--- config.mk ---
export PLATFORM = sky130hd
export DESIGN_NAME = adder_selftest_seq
export DESIGN_NICKNAME = d
export VERILOG_FILES = /design/src/rtl/adder_selftest_pkg.sv /design/src/rtl/selftest_exp_pipe.sv /design/src/rtl/adder_selftest_seq.sv
export SDC_FILE = /design/constraint.sdc
export NUM_CORES = 1
export LEC_CHECK = 0
export ABC_CLOCK_PERIOD_IN_PS = 3000
export BUFFER_PORTS_ARGS = -buffer_cell sky130_fd_sc_hd__clkbuf_2
export CORE_UTILIZATION = 50
export CTS_CLUSTER_DIAMETER = 30
export DETAILED_ROUTE_END_ITERATION = 12
export GPL_TIMING_DRIVEN = 0
export PLACE_DENSITY = 0.74
export SLEW_MARGIN = 20
export SYNTH_ARGS = -nofsm -noshare
export SYNTH_HDL_FRONTEND = slang
export SYNTH_SLANG_ARGS = --single-unit
--- constraint.sdc ---
create_clock -name clk -period 3 [get_ports clk]
set_input_delay 0.9 -clock clk [delete_from_list [all_inputs] [get_ports clk]]
set_output_delay 0.9 -clock clk [all_outputs]
set_load 0.01 [all_outputs]
--- src/rtl/adder_selftest_pkg.sv ---
// Shared types, default sizes and the reference adder for the adder self-test sequencer.
// Optional build macro used by the sequencer: SELFTEST_STOP_ON_FAIL_EN.
package adder_selftest_pkg;

  typedef enum logic [1:0] {
    IDLE  = 2'd0,
    RUN   = 2'd1,
    DRAIN = 2'd2,
    DONE  = 2'd3
  } state_t;

  localparam int DEF_WIDTH   = 4;
  localparam int DEF_LATENCY = 0;
  localparam int DEF_ERR_W   = 8;

  // Widest operand ref_add handles; callers zero-extend and truncate to WIDTH+1.
  localparam int REF_W = 16;

  function automatic logic [REF_W:0] ref_add(input logic [REF_W-1:0] a,
                                             input logic [REF_W-1:0] b);
    return {1'b0, a} + {1'b0, b};
  endfunction

endpackage

--- src/rtl/selftest_exp_pipe.sv ---
// Expected-value delay line matching the adder's result latency: entries of {valid, a, b, expected}.
// With LATENCY=0 it collapses to a straight connection.
module selftest_exp_pipe #(
  parameter int DW      = 14,
  parameter int LATENCY = 0
) (
  input  logic          clk,
  input  logic          rst,
  input  logic          clr,
  input  logic [DW-1:0] push_data,
  output logic [DW-1:0] pop_data
);

  generate
    if (LATENCY == 0) begin : g_wire
      logic unused_ok;
      assign unused_ok = &{1'b0, clk, rst, clr};
      assign pop_data  = push_data;
    end else begin : g_pipe
      logic [DW-1:0] stage [LATENCY];

      always_ff @(posedge clk or posedge rst) begin
        if (rst) begin
          for (int i = 0; i < LATENCY; i++) stage[i] <= '0;
        end else if (clr) begin
          for (int i = 0; i < LATENCY; i++) stage[i] <= '0;
        end else begin
          stage[0] <= push_data;
          for (int i = 1; i < LATENCY; i++) stage[i] <= stage[i-1];
        end
      end

      assign pop_data = stage[LATENCY-1];
    end
  endgenerate

endmodule

--- src/rtl/adder_selftest_seq.sv ---
// Exhaustive operand sweep and result checker for the Kogge-Stone adder tile.
// Build macro SELFTEST_STOP_ON_FAIL_EN: end the sweep at the first mismatch.
//
//   state | meaning
//   IDLE  | after reset, waiting for start
//   RUN   | driving vector idx, comparing the entry leaving the expected pipe
//   DRAIN | no new vectors; waiting LATENCY cycles for the last results
//   DONE  | results frozen, done high; start begins a fresh sweep
module adder_selftest_seq
  import adder_selftest_pkg::*;
#(
  parameter int WIDTH   = DEF_WIDTH,
  parameter int LATENCY = DEF_LATENCY,
  parameter int ERR_W   = DEF_ERR_W
) (
  input  logic             clk,
  input  logic             rst,
  input  logic             start,
  output logic [WIDTH-1:0] op_a,
  output logic [WIDTH-1:0] op_b,
  input  logic [WIDTH-1:0] dut_sum,
  input  logic             dut_cout,
  output logic             busy,
  output logic             done,
  output logic             pass,
  output logic [ERR_W-1:0] err_count,
  output logic [WIDTH-1:0] fail_a,
  output logic [WIDTH-1:0] fail_b
);

  localparam int IW = 2 * WIDTH;
  localparam int PW = 3 * WIDTH + 2;
  localparam logic [1:0] DRAIN_LOAD = (LATENCY > 0) ? 2'(LATENCY - 1) : 2'd0;

  state_t          state, state_nx;
  logic [IW-1:0]   idx;
  logic [1:0]      drain_cnt;
  logic            sweep_go, idx_adv, drain_load, drain_dec;
  logic            idx_last, mismatch, stop_hit;
  logic [WIDTH:0]  exp_now;
  logic [PW-1:0]   push_data, pop_data;
  logic            pop_valid;
  logic [WIDTH-1:0] pop_a, pop_b;
  logic [WIDTH:0]  pop_exp;

  // The index register is the operand register: op_a is the low half, op_b the high half.
  assign op_a     = idx[WIDTH-1:0];
  assign op_b     = idx[IW-1:WIDTH];
  assign idx_last = (idx == {IW{1'b1}});

  assign exp_now   = (WIDTH+1)'(ref_add(REF_W'(op_a), REF_W'(op_b)));
  assign push_data = {state == RUN, op_a, op_b, exp_now};

  selftest_exp_pipe #(
    .DW      (PW),
    .LATENCY (LATENCY)
  ) u_exp_pipe (
    .clk       (clk),
    .rst       (rst),
    .clr       (sweep_go | stop_hit),
    .push_data (push_data),
    .pop_data  (pop_data)
  );

  assign {pop_valid, pop_a, pop_b, pop_exp} = pop_data;

  assign mismatch = pop_valid && (state == RUN || state == DRAIN) &&
                    ({dut_cout, dut_sum} != pop_exp);

`ifdef SELFTEST_STOP_ON_FAIL_EN
  assign stop_hit = mismatch;
`else
  assign stop_hit = 1'b0;
`endif

  always_ff @(posedge clk or posedge rst) begin
    if (rst) state <= IDLE;
    else     state <= state_nx;
  end

  always_comb begin
    state_nx   = state;
    sweep_go   = 1'b0;
    idx_adv    = 1'b0;
    drain_load = 1'b0;
    drain_dec  = 1'b0;
    case (state)
      IDLE, DONE: begin
        if (start) begin
          state_nx = RUN;
          sweep_go = 1'b1;
        end
      end
      RUN: begin
        if (stop_hit) begin
          state_nx = DONE;
        end else if (idx_last) begin
          state_nx   = (LATENCY == 0) ? DONE : DRAIN;
          drain_load = 1'b1;
        end else begin
          idx_adv = 1'b1;
        end
      end
      DRAIN: begin
        if (stop_hit || drain_cnt == 2'd0) state_nx = DONE;
        else                               drain_dec = 1'b1;
      end
      default: state_nx = IDLE;
    endcase
  end

  always_ff @(posedge clk or posedge rst) begin
    if (rst) begin
      idx       <= '0;
      drain_cnt <= 2'd0;
      err_count <= '0;
      fail_a    <= '0;
      fail_b    <= '0;
    end else if (sweep_go) begin
      idx       <= '0;
      drain_cnt <= 2'd0;
      err_count <= '0;
      fail_a    <= '0;
      fail_b    <= '0;
    end else begin
      if (idx_adv) idx <= idx + 1'b1;
      if (drain_load)     drain_cnt <= DRAIN_LOAD;
      else if (drain_dec) drain_cnt <= drain_cnt - 1'b1;
      // err_count is zero exactly until the first mismatch, so it doubles as the first-fail flag.
      if (mismatch) begin
        if (err_count != {ERR_W{1'b1}}) err_count <= err_count + 1'b1;
        if (err_count == '0) begin
          fail_a <= pop_a;
          fail_b <= pop_b;
        end
      end
    end
  end

  assign busy = (state == RUN) || (state == DRAIN);
  assign done = (state == DONE);
  assign pass = done && (err_count == '0);

endmodule

==> results.rst, run 1 <==
.. list-table::
   :header-rows: 1

   * - Metric
     - Value
   * - Most frequent cell after synthesis
     - sky130_fd_sc_hd__dfrtp_1
   * - Vias per cell
     - around 5.6
   * - Final number of hold-violating endpoints
     - 0
   * - Pre-CTS setup slack
     - approximately 0.21 ns
   * - Global placement routability congestion
     - 0.848
   * - Gr usage total
     - 0.235
   * - Launch point of the worst path
     - idx[0]$_DFFE_PP0P_
   * - Max H-tree Level
     - 1
   * - Vias in the first global route
     - 1357
   * - Part of the Yosys area used for sequential elements
     - 0.428
   * - Crit path arrival time
     - 3.03 ns
   * - Proportion of register bits with asynchronous set or reset after synthesis
     - 1.00
   * - Residual DRC count
     - 0
   * - Row Count
     - 20
   * - Area inside the core boundary
     - 3080 sq um
   * - Buffer count from post-CTS setup fixing
     - 0
   * - Bufs and invs on worst path
     - 0
   * - Detailed placer's ending HPWL
     - about 2.7 mm
   * - Setup repair after global routing missed its margin
     - false
   * - Number of synthesized flops with an enable pin
     - 0
   * - Global route overflow
     - 0
   * - Number of nets in the finished design
     - 229
   * - Shortest period the worst path allows
     - about 2.8 ns
   * - Count of hold-fix buffers inserted at cts
     - 0
   * - Kind of cell with the highest combined delay on the critical path
     - compound AO/OA/AOI/OAI gates
   * - Dominant synthesized flop cell
     - sky130_fd_sc_hd__dfrtp_1
   * - Startpoint of the lowest-slack hold path
     - fail_a[3]$_DFFE_PP0P_
   * - Maximum clock insertion buffer count
     - 2
   * - Worst reg-to-reg path cell count
     - 8
   * - Detailed-route wire length per cell
     - about 15 microns
   * - # clock sinks
     - 28
   * - First-pass GRT wire length
     - around 6 mm
   * - Setup TNS
     - 0 ns
   * - Chip Width
     - 59.2 microns
   * - Number of iterations in the first detailed-routing pass
     - 6
   * - Net count of the mapped netlist
     - between 150 and 200
   * - Most common library cells after synthesis
     - 28 x sky130_fd_sc_hd__dfrtp_1, 20 x sky130_fd_sc_hd__nor2_1, 14 x sky130_fd_sc_hd__a21oi_1, 13 x sky130_fd_sc_hd__nand2_1, 11 x sky130_fd_sc_hd__ha_1
   * - TritonCTS Buffers
     - 3
   * - Worst Tran Pin Value
     - roughly 0.64 ns
   * - Final-report max-slew violation count
     - 0
   * - Post-route antenna net violation count
     - 0
   * - Crit path launch type
     - flip-flop
   * - Total of buffers placed on input and output ports
     - 34
   * - Origin of the critical flop-to-flop path
     - idx[0]$_DFFE_PP0P_
   * - IO Count
     - 35
   * - Clock transition at the registers of the reported paths
     - approximately 0.16 ns
   * - Cell count after synthesis
     - 170
   * - Pin count of the biggest net entering global routing
     - 29
   * - Maximum vdd drop
     - about 0.00039 V
   * - Final worst path period share
     - 0.937
   * - Cell taking the most area after synthesis
     - sky130_fd_sc_hd__dfrtp_1
   * - Maximum net fanout on the critical path
     - 8
   * - Highest-delay cell along the critical path
     - sky130_fd_sc_hd__a211oi_4
   * - Worst-case clock skew
     - around 0.0054 ns
   * - Worst flop-to-flop path endpoint
     - fail_b[1]$_DFFE_PP0P_
   * - Diodes inserted
     - 0
   * - Number of violations of the max-capacitance limit
     - 0
   * - Synthesized area divided by synthesized cell count
     - approximately 9.6 sq um
   * - Via Count
     - roughly 1400
   * - Type of the worst setup path
     - flip-flop to flip-flop
   * - Die Outline Area
     - between 3000 and 4000 sq um
   * - Cell variety after synth
     - 32
   * - Fraction of layout cells with a size suffix above 1
     - 0.216
   * - Instance count along the most critical hold path
     - 2
   * - Flip-flop and latch count after synthesis
     - 28
   * - Clock tree from TritonCTS
     - done
   * - Number of antenna violations at the first check in global routing
     - 0
   * - Crit path largest cell delay
     - between 0.6 and 0.7 ns
   * - Worst setup margin
     - between 0.15 and 0.2 ns
   * - Setup slack on the worst flop-to-flop path
     - 0.19 ns
   * - Min-Delay Endpoint
     - fail_a[3]$_DFFE_PP0P_
   * - Static leakage
     - 0.925 nW
   * - Worst min-delay path category
     - flip-flop to flip-flop
   * - Height of the die
     - between 50 and 60 microns
   * - Area growth, synth to finish
     - 17.0%
   * - Area fraction of the dominant cell type after synthesis
     - 0.428
   * - Clock latency of the later-clocked register in the worst-skew pair
     - ~0.34 ns
   * - Endpoints failing setup
     - 0
   * - Run status
     - completed
   * - Biggest area contributors in the synthesized netlist
     - sky130_fd_sc_hd__dfrtp_1 43%, sky130_fd_sc_hd__ha_1 8.4%, sky130_fd_sc_hd__mux2i_1 5.5%
   * - Initial Utilization
     - 0.531
   * - Crit. End Element
     - flip-flop
   * - Worst hold margin
     - ~0.55 ns
   * - CP cell instances
     - ha_1 > fa_1 > a21o_2 > a21oi_1 > xor2_1 > a211oi_4 > mux2i_1 > nor2_1
   * - Cell area after technology mapping
     - ~1600 sq um
   * - Required time reported for the critical path endpoint
     - between 3 and 4 ns
   * - Total power divided by cell area
     - between 700 and 800 nW/um^2
   * - Clock root buffer master
     - sky130_fd_sc_hd__clkbuf_4
   * - Normalized max-slew margin
     - 0.572
   * - Iteration-0 DRC count of the detailed router
     - 70
   * - Total wirelength of the detailed-routed design
     - approximately 3.7 mm
   * - Yosys Warn Count
     - 0
   * - Top achievable clock speed
     - about 0.36 GHz
   * - PostCTS Resize Cnt
     - 0
## routing by layer
metal	track usage	share of wire	vias to the layer above
li1	-	-	665
met1	0.305	0.44	695
met2	0.393	0.51	35
met3	0.0262	0.023	9
met4	0.105	0.022	0
met5	0	0	-
## registers in the layout, indices dropped and copies added, names as in the netlist
signal / count
drain_cnt: 2
err_count: 8
fail_a: 4
idx: 8
state: 2
fail_b: 4
## report_power, final
part | internal [W] | switching, W | total (W) | leakage, nW
Clock | 0.000135 | 0.000119 | 0.000254 | 0.0279
Combinational | 0.000236 | 0.000326 | 0.000562 | 0.520
Sequential | 0.000435 | 0.0000905 | 0.000525 | 0.377
Total | 0.000806 | 0.000535 | 0.00134 | 0.925
## worst register-to-register path, cell delays in order (launching register included)
cell and delay [ns]:
sky130_fd_sc_hd__dfrtp_1 0.52, sky130_fd_sc_hd__ha_1 0.28, sky130_fd_sc_hd__fa_1 0.42, sky130_fd_sc_hd__a21o_2 0.23, sky130_fd_sc_hd__a21oi_1 0.16, sky130_fd_sc_hd__xor2_1 0.15
sky130_fd_sc_hd__a211oi_4 0.61, sky130_fd_sc_hd__mux2i_1 0.27, sky130_fd_sc_hd__nor2_1 0.06
## how the worst max path moves through the flow
stage | endpoint | slack, ns | cells past startpoint
6_report | fail_b[1]$_DFFE_PP0P_ | 0.19 | 8
5_1_grt | fail_b[1]$_DFFE_PP0P_ | 0.008 | 8
4_1_cts | fail_b[1]$_DFFE_PP0P_ | 0.15 | 8
3_5_place_dp | fail_b[1]$_DFFE_PP0P_ | 0.21 | 8
3_3_place_gp | fail_a[0]$_DFFE_PP0P_ | 0.27 | 8
2_1_floorplan | fail_a[1]$_DFFE_PP0P_ | 0.53 | 8
## cells by family after synthesis
kind of cell | after synthesis | synth area share
mux | 9 | 0.0551
xor+xnor | 11 | 0.0589
buf+inv | 13 | 0.0344
flops | 28 | 0.428
fa+ha+maj | 12 | 0.0964
simple gates | 65 | 0.210
compound gates | 32 | 0.117
## cell type report
class	count	area, sq um
Fill cell	273	1160
Multi-Input combinational cell	129	878
Sequential cell	28	701
Timing Repair Buffer	34	170
Tap cell	44	55.1
Inverter	10	37.5
Clock inverter	1	30.0
Clock buffer	3	22.5
Buffer	3	18.8
## stage by stage
stage	std cells	area, sq um	power (W)	util
final	252	1910	0.00134	0.622
after global routing	252	1910	0.00144	0.622
after CTS	252	1910	0.00135	0.622
after detailed placement	248	1860	0.00110	0.604
after global placement	248	1860	0.00107	0.604
after floorplan	170	1640	0.000912	-
## cells in the final DEF, fill, tap and decap left out, types with 9 or more instances in the layout
cell type                  count
sky130_fd_sc_hd__clkbuf_2     34
sky130_fd_sc_hd__dfrtp_1      28
sky130_fd_sc_hd__nor2_1       20
sky130_fd_sc_hd__a21oi_1      14
sky130_fd_sc_hd__nand2_1      13
sky130_fd_sc_hd__ha_1         11
sky130_fd_sc_hd__o21ai_0       9
sky130_fd_sc_hd__inv_1         9
sky130_fd_sc_hd__mux2i_1       9
Power figures use the tool's default switching activity.
==> run 2, diff against run 1 <==
--- a/config.mk
+++ b/config.mk
@@ -5,13 +5,14 @@
 export SDC_FILE = /design/constraint.sdc
 export NUM_CORES = 1
 export LEC_CHECK = 0
+export ABC_AREA = 1
 export ABC_CLOCK_PERIOD_IN_PS = 3000
 export BUFFER_PORTS_ARGS = -buffer_cell sky130_fd_sc_hd__clkbuf_2
 export CORE_UTILIZATION = 50
 export CTS_CLUSTER_DIAMETER = 30
 export DETAILED_ROUTE_END_ITERATION = 12
 export GPL_TIMING_DRIVEN = 0
-export PLACE_DENSITY = 0.74
+export PLACE_DENSITY = 0.73
 export SLEW_MARGIN = 20
 export SYNTH_ARGS = -nofsm -noshare
 export SYNTH_HDL_FRONTEND = slang
==> run 2 against run 1 <==
Against the previous run: final area is 16% higher; final cell count up 31%; routed wire length rose by 4.8%; largest cell class unchanged; flip-flop and latch count is the same; clock power fell by 7%; fmax increased by 21%; first-iteration DRC count grew 1.4%; largest power group is now registers; count of clock-buffer cells in the layout rose by 1; total power is 13% lower.
==> results.rst, run 2 <==
.. list-table::
   :header-rows: 1

   * - Metric
     - Value
   * - Max H-tree Level
     - 1
   * - Number of violations of the max-capacitance limit
     - 0
   * - # clock sinks
     - 28
   * - Total of buffers placed on input and output ports
     - 34
   * - Dominant synthesized flop cell
     - sky130_fd_sc_hd__dfrtp_1
   * - Maximum clock insertion buffer count
     - 2
   * - Post-route antenna net violation count
     - 0
   * - Worst-case clock skew
     - between 0.003 and 0.004 ns
   * - Normalized max-slew margin
     - 0.593
   * - Area fraction of the dominant cell type after synthesis
     - 0.361
   * - Number of antenna violations at the first check in global routing
     - 0
   * - Worst min-delay path category
     - flip-flop to flip-flop
   * - Top Metal Used
     - met4
   * - Iteration-0 DRC count of the detailed router
     - just over 70
   * - Cell variety after synth
     - 30
   * - Total wirelength of the detailed-routed design
     - around 3.9 mm
   * - Worst flop-to-flop path endpoint
     - fail_a[0]$_DFFE_PP0P_
   * - Static leakage
     - roughly 1.2 nW
   * - Filler Cells Inserted
     - between 300 and 400
   * - Min-Delay Endpoint
     - fail_b[1]$_DFFE_PP0P_
   * - Final number of hold-violating endpoints
     - 0
   * - Cell count after synthesis
     - approximately 250
   * - Number of synthesized flops with an enable pin
     - 0
   * - Via Count
     - ~1700
   * - Crit path launch type
     - flip-flop
   * - Initial Utilization
     - 0.526
   * - Worst reg-to-reg path cell count
     - 10
   * - Detailed placer's ending HPWL
     - approximately 2.9 mm
   * - Setup TNS
     - 0 ns
   * - Clock tree from TritonCTS
     - done
   * - Cell area after technology mapping
     - 1940 sq um
   * - Leading cell type in the layout, fill and taps excluded
     - sky130_fd_sc_hd__nand2_1
   * - Row Count
     - 22
   * - Biggest area contributors in the synthesized netlist
     - sky130_fd_sc_hd__dfrtp_1 36%, sky130_fd_sc_hd__nand2_1 10%, sky130_fd_sc_hd__nand3_1 7.5%
   * - PostCTS Resize Cnt
     - 0
   * - Part of the Yosys area used for sequential elements
     - 0.361
   * - Number of nets in the finished design
     - 304
   * - Vias in the first global route
     - around 1500
   * - Type of the worst setup path
     - flip-flop to output port
   * - Clock root buffer master
     - sky130_fd_sc_hd__clkbuf_8
   * - Die Outline Area
     - 4130 sq um
   * - Synthesized area divided by synthesized cell count
     - 7.92 sq um
   * - Count of hold-fix buffers inserted at cts
     - 0
   * - Number of iterations in the first detailed-routing pass
     - 4
   * - Diodes inserted
     - 0
   * - TritonCTS Buffers
     - 3
   * - Flip-flop and latch count after synthesis
     - 28
   * - Top achievable clock speed
     - around 0.43 GHz
   * - Clock latency of the later-clocked register in the worst-skew pair
     - between 0.2 and 0.3 ns
   * - Shortest period the worst path allows
     - 2.33 ns
   * - Total power divided by cell area
     - ~520 nW/um^2
   * - Area inside the core boundary
     - 3690 sq um
   * - Registers with the highest flip-flop counts
     - err_count (8), idx (8)
   * - Gr usage total
     - 0.204
   * - Worst hold margin
     - ~0.5 ns
   * - Area growth, synth to finish
     - 14.7%
   * - Crit path arrival time
     - about 1.4 ns
   * - Met1 Routed Length
     - roughly 1.9 mm
   * - Proportion of register bits with asynchronous set or reset after synthesis
     - 1.00
   * - Final worst path period share
     - 0.775
   * - Detailed-routed wire length on met3
     - 114 microns
   * - Endpoints failing setup
     - 0
   * - Maximum vdd drop
     - approximately 0.00044 V
   * - Chip Width
     - ~64 microns
   * - Setup slack on the worst flop-to-flop path
     - 0.79 ns
   * - WL met2
     - 1.82 mm
   * - Fraction of layout cells with a size suffix above 1
     - 0.290
   * - Sum of internal, switching and leakage power
     - 0.00117 W
   * - Net count of the mapped netlist
     - around 270
   * - Vias per cell
     - around 5.0
   * - Setup repair after global routing missed its margin
     - false
   * - Origin of the critical flop-to-flop path
     - idx[4]$_DFFE_PP0P_
   * - Buffer count from post-CTS setup fixing
     - 0
   * - Yosys Warn Count
     - 0
   * - Global route overflow
     - 0
   * - Most common library cells after synthesis
     - 52 x sky130_fd_sc_hd__nand2_1, 29 x sky130_fd_sc_hd__inv_1, 29 x sky130_fd_sc_hd__nand3_1, 28 x sky130_fd_sc_hd__dfrtp_1, 20 x sky130_fd_sc_hd__nor2_1
   * - Final-report max-slew violation count
     - 0
   * - Residual DRC count
     - 0
   * - Clock transition at the registers of the reported paths
     - 0.09 ns
   * - Startpoint of the lowest-slack hold path
     - fail_b[1]$_DFFE_PP0P_
   * - IO Count
     - 35
   * - Height of the die
     - roughly 64 microns
   * - Most frequent cell after synthesis
     - sky130_fd_sc_hd__nand2_1
   * - Instance count along the most critical hold path
     - 2
   * - Cell taking the most area after synthesis
     - sky130_fd_sc_hd__dfrtp_1
   * - Pin count of the biggest net entering global routing
     - 29
   * - First-pass GRT wire length
     - approximately 6.5 mm
   * - Commonest non-fill, non-tap cells in the layout
     - 52 x sky130_fd_sc_hd__nand2_1, 34 x sky130_fd_sc_hd__clkbuf_2, 29 x sky130_fd_sc_hd__nand3_1
   * - Run status
     - completed
   * - Required time reported for the critical path endpoint
     - between 2 and 2.5 ns
   * - Maximum net fanout on the critical path
     - 6
   * - Detailed-route wire length per cell
     - roughly 12 microns
   * - Crit. End Element
     - output port
   * - Worst Tran Pin Value
     - 0.610 ns
   * - Global placement routability congestion
     - approximately 0.81
## run 2: cell types whose count changed after synthesis, moves of 8 or more
cell                      previous run  this run
sky130_fd_sc_hd__nand2_2             0        12
sky130_fd_sc_hd__o21ai_0             9         1
sky130_fd_sc_hd__nand2_1            13        52
sky130_fd_sc_hd__a21oi_1            14         5
sky130_fd_sc_hd__mux2i_1             9         0
sky130_fd_sc_hd__nand3_1             7        29
sky130_fd_sc_hd__inv_1              10        29
## run 2: critical path, stage by stage, from the launching register on
cell and delay, ns:
sky130_fd_sc_hd__dfrtp_1 0.45, sky130_fd_sc_hd__inv_1 0.08, sky130_fd_sc_hd__ha_1 0.15, sky130_fd_sc_hd__nand3_1 0.10
sky130_fd_sc_hd__nor3b_1 0.21, sky130_fd_sc_hd__clkbuf_2 0.16
## run 2: routing by layer
metal | global-route usage | up-vias
met4 | 0.0417 | 0
met2 | 0.351 | 25
met1 | 0.265 | 767
li1 | - | 862
met5 | 0 | -
met3 | 0.0375 | 5
## run 2: logic make-up (layout without fill, tap and decap cells)
family,Yosys count,in the layout,synth area share
DFF,28,28,0.361
buffers and inverters,40,78,0.0812
and+or+nand+nor,142,142,0.391
adders and majority gates,12,12,0.0812
AOI/OAI and AO/OA,16,16,0.0542
xor gates and xnor gates,7,7,0.0316
## run 2: worst max-delay path by stage
stage / start / end / slack [ns] / depth (start not counted)
after floorplan: idx[4]$_DFFE_PP0P_ / fail_a[0]$_DFFE_PP0P_ / 0.96 / 10
after global placement: idx[4]$_DFFE_PP0P_ / fail_a[0]$_DFFE_PP0P_ / 0.80 / 10
after detailed placement: idx[4]$_DFFE_PP0P_ / fail_b[1]$_DFFE_PP0P_ / 0.78 / 10
after CTS: err_count[0]$_DFFE_PP0P_ / pass / 0.67 / 5
after global routing: err_count[0]$_DFFE_PP0P_ / pass / 0.56 / 5
final: err_count[0]$_DFFE_PP0P_ / pass / 0.67 / 5
## run 2: area by class of cell
class / count / area (sq um) / area share
clock buffer: 4 / 55.1 / 0.0247
multi-input combinational: 177 / 1080 / 0.486
tap: 48 / 60.1 / 0.0270
inverter: 35 / 131 / 0.0590
timing repair buffer: 34 / 170 / 0.0764
buffer: 5 / 26.3 / 0.0118
sequential: 28 / 701 / 0.315
## run 2: through the flow
| step | cell area (sq um) | utilization | instances | setup WS (ns) |
|---|---|---|---|---|
| floorplan | 1940 | - | 245 | 0.958 |
| global placement | 2170 | 0.589 | 327 | 0.805 |
| detailed placement | 2170 | 0.589 | 327 | 0.779 |
| CTS | 2230 | 0.603 | 331 | 0.668 |
| global route | 2230 | 0.603 | 331 | 0.558 |
| finish | 2230 | 0.603 | 331 | 0.674 |
## run 2: report_power, final
| part | switching [W] | leakage [nW] | internal (W) |
|---|---|---|---|
| registers | 0.0000842 | 0.354 | 0.000462 |
| clock network | 0.000118 | 0.0288 | 0.000118 |
| logic | 0.000218 | 0.827 | 0.000167 |
| total | 0.000420 | 1.21 | 0.000747 |
